===== config.mk =====
export PLATFORM = sky130hd
export DESIGN_NAME = vrom_stream_reader
export DESIGN_NICKNAME = d
export VERILOG_FILES = /design/src/rtl/vrom_pkg.sv /design/src/rtl/vrom_rd_fifo.sv /design/src/rtl/vrom_stream_reader.sv
export SDC_FILE = /design/constraint.sdc
export NUM_CORES = 1
export LEC_CHECK = 0
export BUFFER_PORTS_ARGS = -buffer_cell sky130_fd_sc_hd__buf_2
export CELL_PAD_IN_SITES_DETAIL_PLACEMENT = 1
export CELL_PAD_IN_SITES_GLOBAL_PLACEMENT = 1
export CORE_MARGIN = 2
export CORE_UTILIZATION = 41
export CTS_CLUSTER_DIAMETER = 100
export CTS_CLUSTER_SIZE = 28
export DETAILED_ROUTE_END_ITERATION = 10
export PLACE_DENSITY_LB_ADDON = 0.1
export SLEW_MARGIN = 30
export SYNTH_ARGS = -nofsm -noshare
export SYNTH_HDL_FRONTEND = slang
export SYNTH_SLANG_ARGS = --single-unit

===== constraint.sdc =====
create_clock -name clk -period 2.1 [get_ports clk]
set_input_delay 0.42 -clock clk [delete_from_list [all_inputs] [get_ports clk]]
set_output_delay 0.42 -clock clk [all_outputs]
set_load 0.1 [all_outputs]

===== src/rtl/vrom_pkg.sv =====
// Shared types and sizing helpers for the VRom stream reader.
package vrom_pkg;

    typedef enum logic [1:0] {ST_IDLE, ST_ISSUE, ST_DRAIN} state_t;

    function automatic int data_len(input int width, input int size);
        return width * size;
    endfunction

    // The rom_addr register is a pipeline stage of its own, so the buffer must
    // cover ROM_LATENCY+1 reads in flight plus the beat being presented.
    function automatic int fifo_depth(input int rom_latency);
        return rom_latency + 2;
    endfunction

endpackage


===== src/rtl/vrom_rd_fifo.sv =====
// Synchronous FIFO with registered head; count drives the reader's credit check.
module vrom_rd_fifo #(
    parameter int DEPTH = 3,
    parameter int WIDTH = 9,
    localparam int CNT_W = $clog2(DEPTH + 1)
) (
    input  logic             clk,
    input  logic             reset_n,
    input  logic             push,
    input  logic [WIDTH-1:0] push_data,
    input  logic             pop,
    output logic [WIDTH-1:0] head,
    output logic             empty,
    output logic [CNT_W-1:0] count
);
    localparam int PTR_W = (DEPTH > 1) ? $clog2(DEPTH) : 1;

    logic [DEPTH-1:0][WIDTH-1:0] mem;
    logic [PTR_W-1:0]            wr_ptr, rd_ptr;
    logic                        full, do_push, do_pop;

    function automatic logic [PTR_W-1:0] nxt(input logic [PTR_W-1:0] p);
        return (p == PTR_W'(DEPTH - 1)) ? '0 : p + PTR_W'(1);
    endfunction

    assign empty   = (count == '0);
    assign full    = (count == CNT_W'(DEPTH));
    assign do_pop  = pop & ~empty;
    assign do_push = push & (~full | do_pop);
    assign head    = mem[rd_ptr];

    always_ff @(posedge clk or negedge reset_n) begin
        if (!reset_n) begin
            mem    <= '0;
            wr_ptr <= '0;
            rd_ptr <= '0;
            count  <= '0;
        end else begin
            if (do_push) begin
                mem[wr_ptr] <= push_data;
                wr_ptr      <= nxt(wr_ptr);
            end
            if (do_pop) rd_ptr <= nxt(rd_ptr);
            count <= count + CNT_W'(do_push) - CNT_W'(do_pop);
        end
    end

endmodule


===== src/rtl/vrom_stream_reader.sv =====
// Burst sequencer in front of VRom: issues addresses under credit control, streams data out.
// Optional VROM_READER_CHECKSUM_EN adds a per-burst XOR checksum (csum/csum_valid).
module vrom_stream_reader
    import vrom_pkg::*;
#(
    parameter int ADDR_WIDTH  = 3,
    parameter int DATA_WIDTH  = 8,
    parameter int DATA_SIZE   = 1,
    parameter int ROM_LATENCY = 1,
    localparam int DATA_LEN   = data_len(DATA_WIDTH, DATA_SIZE)
) (
    input  logic                  clk,
    input  logic                  reset_n,
    input  logic                  req_valid,
    output logic                  req_ready,
    input  logic [ADDR_WIDTH-1:0] req_addr,
    input  logic [ADDR_WIDTH:0]   req_len,
    output logic [ADDR_WIDTH-1:0] rom_addr,
    input  logic [DATA_LEN-1:0]   rom_data,
    output logic                  out_valid,
    input  logic                  out_ready,
    output logic [DATA_LEN-1:0]   out_data,
    output logic                  out_last,
`ifdef VROM_READER_CHECKSUM_EN
    output logic [DATA_LEN-1:0]   csum,
    output logic                  csum_valid,
`endif
    output logic                  busy
);
    localparam int DEPTH  = fifo_depth(ROM_LATENCY);
    localparam int CNT_W  = $clog2(DEPTH + 1);
    localparam int CR_W   = CNT_W + 2;
    localparam int STAGES = ROM_LATENCY;
    localparam logic [ADDR_WIDTH:0]   ONE_L = 1;
    localparam logic [ADDR_WIDTH-1:0] ONE_A = 1;

    state_t              state;
    logic [ADDR_WIDTH:0] remaining;
    logic [STAGES:0]     vld_pipe, last_pipe;
    logic [CNT_W-1:0]    occ;
    logic [CR_W-1:0]     inflight;
    logic                fifo_empty, pop, accept, issue_ok;

    assign out_valid = ~fifo_empty;
    assign pop       = out_valid & out_ready;
    assign accept    = req_valid & req_ready;

    always_comb begin
        inflight = '0;
        for (int i = 0; i <= STAGES; i++) inflight = inflight + CR_W'(vld_pipe[i]);
    end

    // A beat leaving this cycle frees its slot for the read issued now.
    assign issue_ok = (CR_W'(occ) + inflight) < (CR_W'(DEPTH) + CR_W'(pop));

    // vld_pipe[0] tags the address held in rom_addr; vld_pipe[STAGES] lines up with rom_data.
    always_ff @(posedge clk or negedge reset_n) begin
        if (!reset_n) begin
            state     <= ST_IDLE;
            req_ready <= 1'b1;
            busy      <= 1'b0;
            rom_addr  <= '0;
            remaining <= '0;
            vld_pipe  <= '0;
            last_pipe <= '0;
        end else begin
            vld_pipe[STAGES:1]  <= vld_pipe[STAGES-1:0];
            last_pipe[STAGES:1] <= last_pipe[STAGES-1:0];
            vld_pipe[0]         <= 1'b0;
            last_pipe[0]        <= 1'b0;
            case (state)
                ST_IDLE: begin
                    if (accept && req_len != '0) begin
                        rom_addr     <= req_addr;
                        remaining    <= req_len - ONE_L;
                        vld_pipe[0]  <= 1'b1;
                        last_pipe[0] <= (req_len == ONE_L);
                        state        <= (req_len == ONE_L) ? ST_DRAIN : ST_ISSUE;
                        req_ready    <= 1'b0;
                        busy         <= 1'b1;
                    end
                end
                ST_ISSUE: begin
                    if (issue_ok) begin
                        rom_addr     <= rom_addr + ONE_A;
                        remaining    <= remaining - ONE_L;
                        vld_pipe[0]  <= 1'b1;
                        last_pipe[0] <= (remaining == ONE_L);
                        if (remaining == ONE_L) state <= ST_DRAIN;
                    end
                end
                ST_DRAIN: begin
                    if (pop && out_last) begin
                        state     <= ST_IDLE;
                        req_ready <= 1'b1;
                        busy      <= 1'b0;
                    end
                end
                default: state <= ST_IDLE;
            endcase
        end
    end

    vrom_rd_fifo #(
        .DEPTH (DEPTH),
        .WIDTH (DATA_LEN + 1)
    ) u_fifo (
        .clk       (clk),
        .reset_n   (reset_n),
        .push      (vld_pipe[STAGES]),
        .push_data ({last_pipe[STAGES], rom_data}),
        .pop       (pop),
        .head      ({out_last, out_data}),
        .empty     (fifo_empty),
        .count     (occ)
    );

`ifdef VROM_READER_CHECKSUM_EN
    always_ff @(posedge clk or negedge reset_n) begin
        if (!reset_n) begin
            csum       <= '0;
            csum_valid <= 1'b0;
        end else begin
            csum_valid <= pop & out_last;
            if (accept)   csum <= '0;
            else if (pop) csum <= csum ^ out_data;
        end
    end
`endif

endmodule

; ---- After elaboration in Yosys (flattened, before gate mapping)
; Index checks and enable logic that the tools add are counted.
[word_totals]
register_bits = 48
input_bits = 19
out_inout_bits = 15
[classes]
addsub = 10
magnitude_cmp = 4
n_eq_ne = 11
muxes = 31
n_bitwise = 7
reduce_logical = 11
[op_table]
columns = operator, n
row1 = 27-bit bitwise mux, 1
row2 = 9-bit binary-select mux with 2-bit select, 1
row3 = 9-bit demux with 2-bit select, 1
row4 = 9-bit two-way mux, 2
row5 = 2-bit two-way mux, 7
row6 = "2-bit == test, second input constant", 4
row7 = "4-bit by 1-bit == test with 1-bit output, second input constant", 2
row8 = 1-bit two-way mux, 8
row9 = 4-bit two-way mux, 2
row10 = "2-bit inequality test, second input constant", 4
row11 = 1-bit case mux with 2 select lines, 4
row12 = 4-bit case mux with 2 select lines, 1
row13 = "4-bit by 1-bit subtractor with 4-bit output, second input constant", 2
row14 = "2-bit by 3-bit less-than comparator with 1-bit output, second input constant", 2
row15 = 3-bit two-way mux, 2
row16 = 2-bit case mux with 3 select lines, 1
row17 = 3-bit case mux with 2 select lines, 1
row18 = 3-bit AND reduction, 2
row19 = "2-bit by 1-bit adder with 2-bit output, second input constant", 2
row20 = 1-bit AND, 4
row21 = 2-bit logical NOT, 2
row22 = 4-bit AND reduction, 1
row23 = 2-bit nonzero test, 2
row24 = 4-bit nonzero test, 1
row25 = 12 further kinds, 15

; ---- Longest topological paths before layout
[logic_depth]
depth_word = 8
mapped_depth = 9
mapped_depth_nobuf = 9

; ---- Modules after synthesis
; Synthesis repeated with hierarchy kept, for this count alone.
[unflattened]
cells_unflattened = 223
area_unflattened_um2 = 2576.2
[modules_own_cells]
columns = mod, instances, cells_each, area_per_inst_um2, seq_area_each_um2
row1 = vrom_rd_fifo, 1, 114, 1566.5, 825.8
row2 = vrom_stream_reader, 1, 109, 1009.7, 376.6

; ---- Least setup slack after synthesis
; No wires, ideal clock.
[synth_path]
path_kind = reg2out
from = register u_fifo.rd_ptr[0]
to = output out_data[0]
arrival_ns = 2.843
t_required_ns = 1.680
slack_ns = -1.163
path_stages_with_launch = 4
path_cell_list = dfrtp_1 buf_2 mux2i_1 o21ai_0
[synth_between]
elab_chain_cells = 2
[synth_rtl]
columns = element, line_no
row1 = start: declaration, vrom_rd_fifo.sv:19  ; logic [PTR_W-1:0] wr_ptr, rd_ptr;
row2 = start signal: assignment, vrom_rd_fifo.sv:43  ; if (do_pop) rd_ptr <= nxt(rd_ptr);
row3 = 9-bit binary-select mux with 2-bit select, vrom_rd_fifo.sv:30  ; assign head = mem[rd_ptr];
row4 = 9-bit two-way mux (implied by the code), vrom_rd_fifo.sv:30
row5 = end: declaration, vrom_stream_reader.sv:22  ; output logic [DATA_LEN-1:0] out_data,
; No other way between the ends. The select of a mux whose other input is x is not followed.

; ---- Worst setup path in the final report
[layout_path]
from = register vld_pipe[0]
to = register rom_addr[1]
[layout_between]
elab_chain_cells = 5
[layout_rtl]
columns = element, line_no
row1 = start: declaration, vrom_stream_reader.sv:39  ; logic [STAGES:0] vld_pipe, last_pipe;
row2 = start signal: indexed assignment, vrom_stream_reader.sv:67  ; vld_pipe[STAGES:1] <= vld_pipe[STAGES-1:0];
row3 = 1-bit by 1-bit adder with 2-bit output, vrom_stream_reader.sv:50  ; for (int i = 0; i <= STAGES; i++) inflight = inflight + CR_W'(vld_pipe[i]);
row4 = 2-bit by 2-bit adder with 3-bit output, vrom_stream_reader.sv:54  ; assign issue_ok = (CR_W'(occ) + inflight) < (CR_W'(DEPTH) + CR_W'(pop));
row5 = 3-bit less-than comparator, vrom_stream_reader.sv:54
row6 = 2-bit inequality test (no line), --
row7 = 3-bit AND reduction (no line), --
row8 = end signal: assignment, vrom_stream_reader.sv:74  ; rom_addr <= req_addr;
row9 = end signal: assignment, vrom_stream_reader.sv:85  ; rom_addr <= rom_addr + ONE_A;
row10 = end: declaration, vrom_stream_reader.sv:18  ; output logic [ADDR_WIDTH-1:0] rom_addr,
; No other way between the ends.
; A chain may end at the register's enable or synchronous reset.

==> results.yml <==
final_layout:
  fillerInstances: 604
  area_growth_pct: 32.5
  sequential_cell_area_mm2: 0.00120
  layout-drive-gt1-share_pct: 46.4
  leading_cell_type_in_the_layout_fill_and_taps_excluded: "dfrtp_1"
  antennaDiodeCount: 0
  multiInputGateArea_mm2: 0.00127
  post_layout_nonfiller_instances: 337
  final_nets: 294
  final_non_filler_cell_area_mm2: 0.00321
  most-common-layout-cells: "46 x dfrtp_1, 27 x mux2_2, 24 x buf_2"
clock_tree:
  clk_pin_slew_worst_paths_ps: 80
  clockRootBuffer: "clkbuf_8"
  cts_tree: "yes"
  cts.path.max_buffers: 2
  htree_levels: 2
  cts_buffers: 5
  cts_hold_buf: 0
  clock_sink_count: 48
  insertion_delay_ps: 300
timing:
  timing.final.ws_setup_ps: -200
  timing.setup.tns_ps: -1110
  period_share_pct: 110
  report.final.hold_viol_count: 0
  finalSetupViolations: 8
  max_freq_mhz: 435
  period_needed_ps: 2300
  rsz0062_at_grt: "true"
  slew-limit-headroom_pct: 56.6
  finClkSkew_ps: 6.34
  slew_violations: 0
  max_slew.worst_pin.slew_ps: 652
power_and_ir_drop:
  internal-power_mw: 1.70
  ir_drop_uv: 412
  leakagePower_nw: 1.56
  net-switching-power_uw: 806
  seq_power_share_pct: 40.9
  power.switching_fraction_pct: 32.1
  pwr-share-comb_pct: 30.2
  total_power_mw: 2.51
  clockPowerShare_pct: 28.9
  power_per_cell_area_mw_per_mm2: 783
placement:
  hpwl_um: 4210
  port_buffer_count: 33
  dpl-instance-area_mm2: 0.00299
  gp_congestion: 0.787
  place.detailed.instances: 324
global_route:
  number_of_antenna_violations_at_the_first_check_in_global_routing: 0
  grt_max_degree: 30
  grt_usage_pct: 19.2
  congestion_overflow_gr: 0
  grt_first_pass_wirelength_um: 9490
  number_of_global_route_vias_before_repair: 1937
worst_setup_path:
  crit_type: "reg2reg"
  worst_r2r_startpoint: "vld_pipe[0]$_DFF_PN0_"
  worst_setup_path_start_kind: "flip-flop"
  crit_arrival_ps: 2490
  reg2reg_slack_ps: -200
  timing.reg2reg.worst_path_depth: 8
  slowest_delay_ps: 420
  timing.critical_path.from: "vld_pipe[0]$_DFF_PN0_"
  regToRegEndpoint: "rom_addr[1]$_DFFE_PN0P_"
  cpMaxStageDelayCell: "fa_2"
  cpMostUsedCell: "ha_4"
  timing.critical_path.to_type: "flip-flop"
  required_ps: 2290
  critical_path.cell_chain: "fa_2, ha_4, ha_4, o211ai_2, o21a_1, a21oi_4, inv_2, mux2_4"
  max_fo_critical_path: 5
logic_synthesis:
  synth_cell_types: 42
  combinational_family_with_the_most_area_after_synthesis: "multiplexers"
  synth-xor-area-share_pct: 1.09
  synth_compound_area_share_pct: 11.9
  synth.area.mux_share_pct: 17.3
  synth.ff_latch_count: 48
  mappedNetlistNets: 238
  synth-warning-count: 0
  post_synth_and_or_nand_nor_area_fraction_pct: 11.0
  synth.yosys.seq_area_share_pct: 49.7
  syn_area_mm2: 0.00242
  synthesis.area_per_instance_um2: 11.6
  synth_cells: 208
  synthAdderAreaFrac_pct: 6.00
floorplan:
  die-area_mm2: 0.00653
  floorplan.core_area_mm2: 0.00561
  dieWidth_um: 80.8
  chipHeight_um: 80.8
  start_util_pct: 43.2
  ios: 34
  floorplan.rows: 27
route:
  routedWlPerCell_um: 16.2
  drt_pre_antenna_iters: 3
  routed-via-count: 1767
  route.antenna.remaining_nets: 0
  via_per_inst: 5.24
  drt_first_iter_violations: 27
  post-route-drc-count: 0
  wl_um: 5460
hold_path:
  timing.hold.worst.class: "in2async"
status:
  outcome: "finished with violations"
  violations: "negative setup slack"
run:
  number_of_maximum_capacitance_constraint_violations: 0
routing by layer:
| layer | vias up | track usage, % | wire length (um) |
|---|---|---|---|
| met5 | - | 0 | 0 |
| met3 | 6 | 3.78 | 158 |
| li1 | 846 | - | - |
| met2 | 27 | 36.0 | 2970 |
| met1 | 888 | 22.8 | 2280 |
| met4 | 0 | 4.07 | 49 |
cells in the mapped netlist:
| library cell | n | area, um2 |
|---|---|---|
| inv_1 | 9 | 33.8 |
| o21ai_0 | 14 | 70.1 |
| nand3b_1 | 3 | 22.5 |
| nand3b_2 | 1 | 11.3 |
| or2_2 | 1 | 6.26 |
| nand2_1 | 22 | 82.6 |
| ha_1 | 10 | 125 |
| or3_1 | 2 | 12.5 |
| a2bb2oi_1 | 1 | 8.76 |
| a2111o_1 | 1 | 11.3 |
| and3_1 | 1 | 6.26 |
| xnor2_1 | 2 | 17.5 |
| nor2_1 | 3 | 11.3 |
| mux2_2 | 27 | 304 |
| a21oi_2 | 1 | 8.76 |
| a211o_2 | 1 | 10.0 |
| nor3_1 | 7 | 35.0 |
| dfstp_2 | 1 | 26.3 |
| o211ai_2 | 1 | 12.5 |
| nand2b_1 | 1 | 6.26 |
| buf_4 | 1 | 7.51 |
| mux2_4 | 1 | 15.0 |
| nor2b_1 | 3 | 18.8 |
| xor2_1 | 1 | 8.76 |
| a221o_1 | 1 | 10.0 |
| dfrtp_1 | 47 | 1180 |
| nand3_1 | 3 | 15.0 |
| clkbuf_1 | 2 | 7.51 |
| o21a_1 | 1 | 7.51 |
| nor3_4 | 1 | 16.3 |
| fa_1 | 1 | 20.0 |
| inv_2 | 1 | 3.75 |
| a2111oi_4 | 1 | 27.5 |
| a22o_1 | 1 | 8.76 |
| o211ai_1 | 7 | 52.6 |
| o21ai_2 | 1 | 8.76 |
| nor2_2 | 1 | 6.26 |
| mux2i_1 | 10 | 100 |
| a21o_1 | 3 | 22.5 |
| buf_2 | 4 | 20.0 |
| nor3b_1 | 2 | 15.0 |
| a21oi_1 | 6 | 30.0 |
logic make-up (layout without fill, tap and decap cells):
kind of cell	after synthesis	after routing
AND/OR/NAND/NOR	51	51
AO/OA/AOI/OAI	40	40
flip-flops	48	48
multiplexers	38	38
buffers and inverters	17	74
XOR/XNOR	3	3
adder cells (fa/ha/maj)	11	11
power groups by stage:
stage	logic, mW	clock network (mW)	registers (mW)
after floorplan	0.453	0	1.03
after global placement	0.690	0	1.04
after detailed placement	0.713	0	1.04
after CTS	0.758	0.744	1.03
after global routing	0.834	0.795	1.03
final	0.758	0.726	1.03
through the flow:
step / util [%] / setup slack, ps / hold slack, ps
final: 57.2 / -200 / 141
after global routing: 57.2 / -291 / 170
after CTS: 56.5 / -221 / 164
after detailed placement: 53.3 / -210 / 346
after global placement: 53.3 / -124 / 336
after floorplan: - / -91.7 / 124
how the worst max path moves through the flow:
stage,cells after the start,slack [ps],to
global placement,8,-120,rom_addr[1]$_DFFE_PN0P_
global route,8,-290,rom_addr[1]$_DFFE_PN0P_
floorplan,9,-90,rom_addr[1]$_DFFE_PN0P_
CTS,8,-220,rom_addr[1]$_DFFE_PN0P_
finish,8,-200,rom_addr[1]$_DFFE_PN0P_
detailed placement,8,-210,rom_addr[1]$_DFFE_PN0P_
registers in the layout, summed over array words and instances, names as in the netlist:
| register | flops |
|---|---|
| u_fifo.mem | 27 |
| remaining | 4 |
| rom_addr | 3 |
| last_pipe | 2 |
| state | 2 |
| u_fifo.count | 2 |
| u_fifo.rd_ptr | 2 |
| u_fifo.wr_ptr | 2 |
| vld_pipe | 2 |
| busy | 1 |
| req_ready | 1 |
timing repair:
action	CTS	global route
setup endpoints to repair	11	13
pin swaps	2	4
gates resized for setup	4	6
hold endpoints to repair	0	0
buffers inserted	3	3
critical path: cells and delay by family (launching register included):
kind,cells,cell delay [ps]
AOI/OAI and AO/OA,3,510
DFF,1,410
muxes,1,290
buffers and inverters,1,70
adders and majority gates,3,910
cell type report:
type                    count  area share [%]
clock inverters             1           0.936
flip-flops and latches     48            37.5
clock buffers               7            3.00
repair buffers             56            15.0
multi-input cells         143            39.5
well taps                  72            2.81
inverters                  10            1.25
Note: power is estimated with default switching activity, not from simulation.
